`src/rtl/wfq_sched_pkg.sv`:
```
// Shared field layout, port-id mapping and tracker entry type for the WFQ rank issue scheduler.
package wfq_sched_pkg;

  localparam int PORT_WIDTH     = 8;
  localparam int CLASS_WIDTH    = 5;
  localparam int PKT_SIZE_WIDTH = 11;
  localparam int PORT_ID_WIDTH  = 3;
  localparam int ID_WIDTH       = PORT_ID_WIDTH + CLASS_WIDTH;
  localparam int TAG_WIDTH      = 2;

  // Request word is {pkt_size, port, class}, class in the low bits.
  localparam int CLASS_LSB      = 0;
  localparam int PORT_LSB       = CLASS_LSB + CLASS_WIDTH;
  localparam int SIZE_LSB       = PORT_LSB + PORT_WIDTH;
  localparam int REQ_DATA_WIDTH = SIZE_LSB + PKT_SIZE_WIDTH;

  localparam logic [PORT_WIDTH-1:0] PORT0_ONEHOT = 8'h01;
  localparam logic [PORT_WIDTH-1:0] PORT1_ONEHOT = 8'h04;
  localparam logic [PORT_WIDTH-1:0] PORT2_ONEHOT = 8'h10;
  localparam logic [PORT_WIDTH-1:0] PORT3_ONEHOT = 8'h40;
  localparam logic [PORT_ID_WIDTH-1:0] CPU_PORT_ID = 3'd4;

  typedef struct packed {
    logic                 v;
    logic [ID_WIDTH-1:0]  id;
    logic [TAG_WIDTH-1:0] tag;
  } trk_entry_t;

  localparam int TRK_ENTRY_WIDTH = 1 + ID_WIDTH + TAG_WIDTH;

  function automatic logic [PORT_ID_WIDTH-1:0] port_to_id(input logic [PORT_WIDTH-1:0] port);
    case (port)
      PORT0_ONEHOT: return 3'd0;
      PORT1_ONEHOT: return 3'd1;
      PORT2_ONEHOT: return 3'd2;
      PORT3_ONEHOT: return 3'd3;
      default:      return CPU_PORT_ID;
    endcase
  endfunction

endpackage

```
`src/rtl/wfq_rank_issue_sched_rr_arbiter.sv`:
```
// Rotating-priority arbiter: first eligible requester at or above rr_ptr, wrapping.
module rr_arbiter
  import wfq_sched_pkg::*;
#(
  parameter int NUM_REQ = 4
) (
  input  logic [NUM_REQ-1:0]   elig,
  input  logic [TAG_WIDTH-1:0] rr_ptr,
  output logic [NUM_REQ-1:0]   gnt,
  output logic [TAG_WIDTH-1:0] gnt_idx,
  output logic                 gnt_any
);

  always_comb begin
    gnt     = '0;
    gnt_idx = '0;
    gnt_any = 1'b0;
    for (int off = 0; off < NUM_REQ; off++) begin
      if (!gnt_any && elig[(int'(rr_ptr) + off) % NUM_REQ]) begin
        gnt_any = 1'b1;
        gnt_idx = TAG_WIDTH'((int'(rr_ptr) + off) % NUM_REQ);
        gnt[(int'(rr_ptr) + off) % NUM_REQ] = 1'b1;
      end
    end
  end

endmodule

```
`src/rtl/wfq_rank_issue_sched.sv`:
```
// Shares one rank-calc pipeline between NUM_REQ requesters, holding off any flow still in flight
// and steering each returned rank back to the requester that issued it.
module wfq_rank_issue_sched
  import wfq_sched_pkg::*;
#(
  parameter int NUM_REQ      = 4,
  parameter int RESULT_WIDTH = 32,
  parameter int CALC_LATENCY = 6,
  parameter int CNT_WIDTH    = 16
) (
  input  logic                              clk_dp,
  input  logic                              rst,
  input  logic                              sched_en,
  input  logic [NUM_REQ-1:0]                req_valid,
  input  logic [NUM_REQ*REQ_DATA_WIDTH-1:0] req_data,
  output logic [NUM_REQ-1:0]                req_ready,
  output logic                              calc_in_VALID,
  output logic [REQ_DATA_WIDTH-1:0]         calc_in_DATA,
  input  logic                              calc_out_VALID,
  input  logic [RESULT_WIDTH-1:0]           calc_out_DATA,
  output logic [NUM_REQ-1:0]                rsp_valid,
  output logic [RESULT_WIDTH-1:0]           rsp_data,
  output logic                              err_sticky,
  output logic [CNT_WIDTH-1:0]              hazard_stall_cnt
);

  logic [NUM_REQ-1:0][REQ_DATA_WIDTH-1:0] req_word;
  logic [NUM_REQ-1:0][ID_WIDTH-1:0]       flow_id;
  logic [NUM_REQ-1:0]                     hazard;
  logic [NUM_REQ-1:0]                     elig;
  logic [NUM_REQ-1:0]                     gnt;
  logic [TAG_WIDTH-1:0]                   gnt_idx;
  logic [TAG_WIDTH-1:0]                   rr_ptr;
  logic                                   gnt_any;

  // trk[] spans the hazard window; ret is the entry whose result is on calc_out this cycle.
  trk_entry_t trk [CALC_LATENCY];
  trk_entry_t ret;

  assign req_word = req_data;

  always_comb begin
    flow_id = '0;
    hazard  = '0;
    for (int i = 0; i < NUM_REQ; i++) begin
      flow_id[i] = {port_to_id(req_word[i][PORT_LSB +: PORT_WIDTH]),
                    req_word[i][CLASS_LSB +: CLASS_WIDTH]};
      for (int k = 0; k < CALC_LATENCY; k++) begin
        if (trk[k].v && (trk[k].id == flow_id[i])) hazard[i] = 1'b1;
      end
    end
  end

  // rst gating keeps req_ready low while reset is held even with requests pending.
  assign elig      = req_valid & ~hazard & {NUM_REQ{sched_en & rst}};
  assign req_ready = gnt;

  rr_arbiter #(.NUM_REQ(NUM_REQ)) u_arb (
    .elig    (elig),
    .rr_ptr  (rr_ptr),
    .gnt     (gnt),
    .gnt_idx (gnt_idx),
    .gnt_any (gnt_any)
  );

  always_ff @(posedge clk_dp or negedge rst) begin
    if (!rst) begin
      for (int k = 0; k < CALC_LATENCY; k++) trk[k] <= '0;
      ret              <= '0;
      rr_ptr           <= '0;
      calc_in_VALID    <= 1'b0;
      calc_in_DATA     <= '0;
      rsp_valid        <= '0;
      rsp_data         <= '0;
      err_sticky       <= 1'b0;
      hazard_stall_cnt <= '0;
    end else begin
      trk[0] <= gnt_any ? '{v: 1'b1, id: flow_id[gnt_idx], tag: gnt_idx} : '0;
      for (int k = 1; k < CALC_LATENCY; k++) trk[k] <= trk[k-1];
      ret <= trk[CALC_LATENCY-1];

      calc_in_VALID <= gnt_any;
      if (gnt_any) begin
        calc_in_DATA <= req_word[gnt_idx];
        rr_ptr       <= (gnt_idx == TAG_WIDTH'(NUM_REQ - 1)) ? '0 : gnt_idx + TAG_WIDTH'(1);
      end

      // A spurious result is flagged but never delivered; a missing one simply drops its tag.
      rsp_valid <= (calc_out_VALID && ret.v) ? (NUM_REQ'(1) << ret.tag) : '0;
      if (calc_out_VALID) rsp_data <= calc_out_DATA;
      if (calc_out_VALID != ret.v) err_sticky <= 1'b1;

      if (sched_en && (|req_valid) && !gnt_any && (hazard_stall_cnt != '1))
        hazard_stall_cnt <= hazard_stall_cnt + CNT_WIDTH'(1);
    end
  end

endmodule

```
`config.mk`:
```
export PLATFORM = sky130hd
export DESIGN_NAME = wfq_rank_issue_sched
export DESIGN_NICKNAME = d
export VERILOG_FILES = /design/src/rtl/wfq_sched_pkg.sv /design/src/rtl/wfq_rank_issue_sched_rr_arbiter.sv /design/src/rtl/wfq_rank_issue_sched.sv
export SDC_FILE = /design/constraint.sdc
export NUM_CORES = 1
export LEC_CHECK = 0
export BUFFER_PORTS_ARGS = -buffer_cell sky130_fd_sc_hd__buf_2
export CAP_MARGIN = 15
export CELL_PAD_IN_SITES_DETAIL_PLACEMENT = 0
export CELL_PAD_IN_SITES_GLOBAL_PLACEMENT = 2
export CORE_MARGIN = 8
export CORE_UTILIZATION = 30
export DETAILED_ROUTE_END_ITERATION = 10
export PLACE_DENSITY = 0.69
export RECOVER_POWER = 100
export SLEW_MARGIN = 20
export SYNTH_ARGS = -nofsm -noshare
export SYNTH_HDL_FRONTEND = slang
export SYNTH_SLANG_ARGS = --single-unit
```
`constraint.sdc`:
```
create_clock -name clk_dp -period 5.7 [get_ports clk_dp]
set_clock_uncertainty 0.2 [all_clocks]
set_input_delay 0.57 -clock clk_dp [delete_from_list [all_inputs] [get_ports clk_dp]]
set_output_delay 0.57 -clock clk_dp [all_outputs]
set_load 0.02 [all_outputs]
```
==> out/results.tsv <==
stage	metric	value	unit
run_status	outcome	finished with violations	
run_status	failed_checks	capacitance limit, slew limit	
drt	wl	41300	um
cells_and_area	area_growth_syn_to_layout	19.0	%
cts	clock-sinks	148	
yosys	synthArstFlopShare	100	%
yosys	ys_seq_elements	148	
drt	drtPass1Iterations	7	
sta	drv_slew	34	
yosys	ys_top_cells_by_area	dfrtp_1 35%, xnor2_1 7.7%, xor2_1 5.5%	
yosys	yosysMostFrequentCell	dfrtp_1	
power	vdd.ir_drop.worst	229	uV
setup_path	setup.worst_path.end_class	output port	
sta	setup_viol	0	
global_routing	grt_use_total	19.5	%
cts	cts-root-buf	clkbuf_16	
global_routing	grt-ovfl-total	0	
sta	fin_ws	0.318	ns
yosys	ys.flop_type	dfrtp_1	
cts	cts_made_buffers	17	
cts	clk_latency	0.45	ns
yosys	yosysWarnings	0	
setup_path	critical-path-max-stage-delay	0.70	ns
yosys	postSynthAreaPerCell	9.53	sq um
placement	gp_congestion	0.910	
yosys	syn_area	10700	sq um
cells_and_area	final_core_util	36.0	%
cts	htree_levels	4	
cts	cts_tree	yes	
yosys	synth_top_family_by_area	compound AO/OA/AOI/OAI gates	
cts	path_clk_slew	0.07	ns
yosys	synth_fa_ha_area_share	0.797	%
floorplan	rows	69	
global_routing	antenna_found_initial	2	
placement	io_buffers	217	
placement	post-place-ws	0.469	ns
cts	cts_setup_buffers	0	
drt	drc_errors	0	
cts	cts_resized	0	
yosys	netlist.area_leader.share	34.7	%
power	p_per_area	399	nW/um^2
drt	drt_iter0_drc	817	
global_routing	grt_max_degree	66	
floorplan	die_h	205	um
sta	worst_pin_slew	1.78	ns
setup_path	critical-path-top-delay-family	simple AND/OR/NAND/NOR gates	
power	power	5070	uW
sta	fmax	0.186	GHz
drt	routedWlPerCell	23.4	um
yosys	synthMuxAreaShare	8.94	%
yosys	synth-simple-area-share	14.4	%
setup_path	cp_slowest_cell	or4_1	
yosys	synth-compound-area-share	23.1	%
global_routing	grt_pass1_vias	9953	
setup_path	cp_common_cell	buf_2	
setup_path	cp_num_buf_inv	2	
cts	clockBufferDepth	2	
floorplan	die_w	205	um
setup_path	critPathMaxFanout	13	
yosys	syn_inst	1121	
yosys	synth_fp_nets	1263	
drt	via_count	9884	
cells_and_area	multi_input_comb_area	6460	sq um
yosys	synth-edff-count	0	
drt	avgViaCountPerCell	5.61	
sta	slew_headroom	-18.6	%
power	p_leak	0.00511	uW
hold_path	min_path_type	reg2reg	
global_routing	grt_pass1_wl	62900	um
yosys	synth_top_cells_by_count	148 x dfrtp_1, 94 x xnor2_1, 75 x clkbuf_1	
floorplan	pin_count	218	
sta	hold_ws	0.151	ns
cells_and_area	nets	1430	
floorplan	core	35300	sq um
sta	final.setup.tns	0	ns
yosys	synth-xor-area-share	13.2	%
cells_and_area	fillerInstances	3606	
setup_path	cp_data_required_time	4.93	ns
setup_path	worstSetupPathType	in2out	
cells_and_area	regArea	3700	sq um
yosys	seq_area_frac_synth	34.7	%
sta	rsz0062_at_grt	false	
sta	fin_crit	5.38	ns
setup_path	worst_ep_arrival_time	4.61	ns
sta	finalHoldViolCount	0	
placement	dpl.hpwl	30600	um
yosys	synth.largest_area_cell	dfrtp_1	
floorplan	die_area	41900	sq um
sta	finalCritPeriodShare	94.4	%
setup_path	crit_chain	buf_2 -> or4_4 -> or4_1 -> a211oi_1 -> o211ai_1 -> o22ai_1 -> and4bb_1 -> a21oi_1 -> o21a_1 -> and2_1 -> a22oi_1 -> o221ai_1 -> buf_2	
setup_path	critPathLaunchType	input pin	
floorplan	start_util	30.2	%
drt	ant_nets	0	
flow_run	cap_viol_max_count	2	
yosys	yosys.cell_types.count	87	
cells_and_area	drive_gt1_share	21.5	%
[worst reg2reg max path, stage by stage (launching register included)]
cell and delay (ns):
dfrtp_1 0.77, or4bb_1 0.44, a211oi_1 0.25, o21bai_1 0.12
a221o_1 0.33, o311ai_1 0.21, nor3_1 0.13, a21oi_1 0.50
o21a_1 0.36, a21o_1 0.22, clkbuf_1 0.38, a21oi_1 0.13
a311o_1 0.33, a32o_1 0.25
[report_power, final]
group,total [uW],switching [uW],internal [uW]
Clock,1180,581,596
Combinational,2180,1280,904
Sequential,1710,395,1320
[metal layers]
metal | global-route usage (%) | up-vias | routed length, um
li1 | - | 4578 | -
met1 | 26.1 | 4957 | 18500
met2 | 32.1 | 295 | 20100
met3 | 3.48 | 52 | 1950
met4 | 4.89 | 2 | 802
met5 | 0 | - | 13
[path summary, 6_finish.rpt]
path	start	end	slack [ns]	cells past startpoint
setup reg to reg	trk[29]	trk[63]	0.97	13
hold / removal	trk[44]	trk[33]	0.15	0
min in group asynchronous	rst	hazard_stall_cnt[4]	0.36	2
hold reg to reg	trk[44]	trk[33]	0.15	0
max in group asynchronous	rst	rsp_data[5]	2.39	4
setup / recovery	req_data[78]	req_ready[2]	0.32	13
[flip-flops by register name, summed over array words and instances (netlist names)]
| name | flops |
|---|---|
| calc_in_DATA | 24 |
| calc_in_VALID | 1 |
| err_sticky | 1 |
| hazard_stall_cnt | 16 |
| ret | 3 |
| rr_ptr | 2 |
| rsp_data | 32 |
| rsp_valid | 4 |
| trk | 65 |
[cells by family (layout without fill, tap and decap cells)]
logic type,after synthesis,in the layout
flip-flops,148,148
buffers and inverters,126,306
AND/OR/NAND/NOR,281,281
other,0,1
XOR/XNOR,161,161
multiplexers,87,87
AO/OA/AOI/OAI,311,311
adder cells (fa/ha/maj),7,7
[layout make-up]
cell class	instances	share of cell area (%)
diodes	1	0.0197
clock buffers	17	3.35
clock inverters	15	1.44
inverters	21	0.620
multi-input cells	847	50.8
flip-flops and latches	148	29.1
well taps	461	4.54
repair buffers	253	10.1
[stage by stage]
| step | cell area, sq um | cells |
|---|---|---|
| after floorplan | 10700 | 1121 |
| after global placement | 12200 | 1729 |
| after detailed placement | 12200 | 1729 |
| after CTS | 12800 | 1762 |
| after global routing | 12700 | 1762 |
| final | 12700 | 1763 |
[cell usage in the layout, fill, tap and decap left out, types with 32 or more instances in the layout]
cell type  netlist  routed
xnor2_1         94      94
a21oi_1         47      48
mux2_2          37      37
nor3_1          32      32
clkbuf_1        75      82
xor2_1          67      67
buf_2           13     136
nand2_1         59      59
nor2_1          54      52
dfrtp_1        148     147
mux2i_1         47      47
a221o_1         46      46
[timing repair]
action	CTS	global route
setup endpoints to repair	0	0
hold endpoints to repair	26	0
hold buffers	1	0
(Power assumes the default switching activity.)
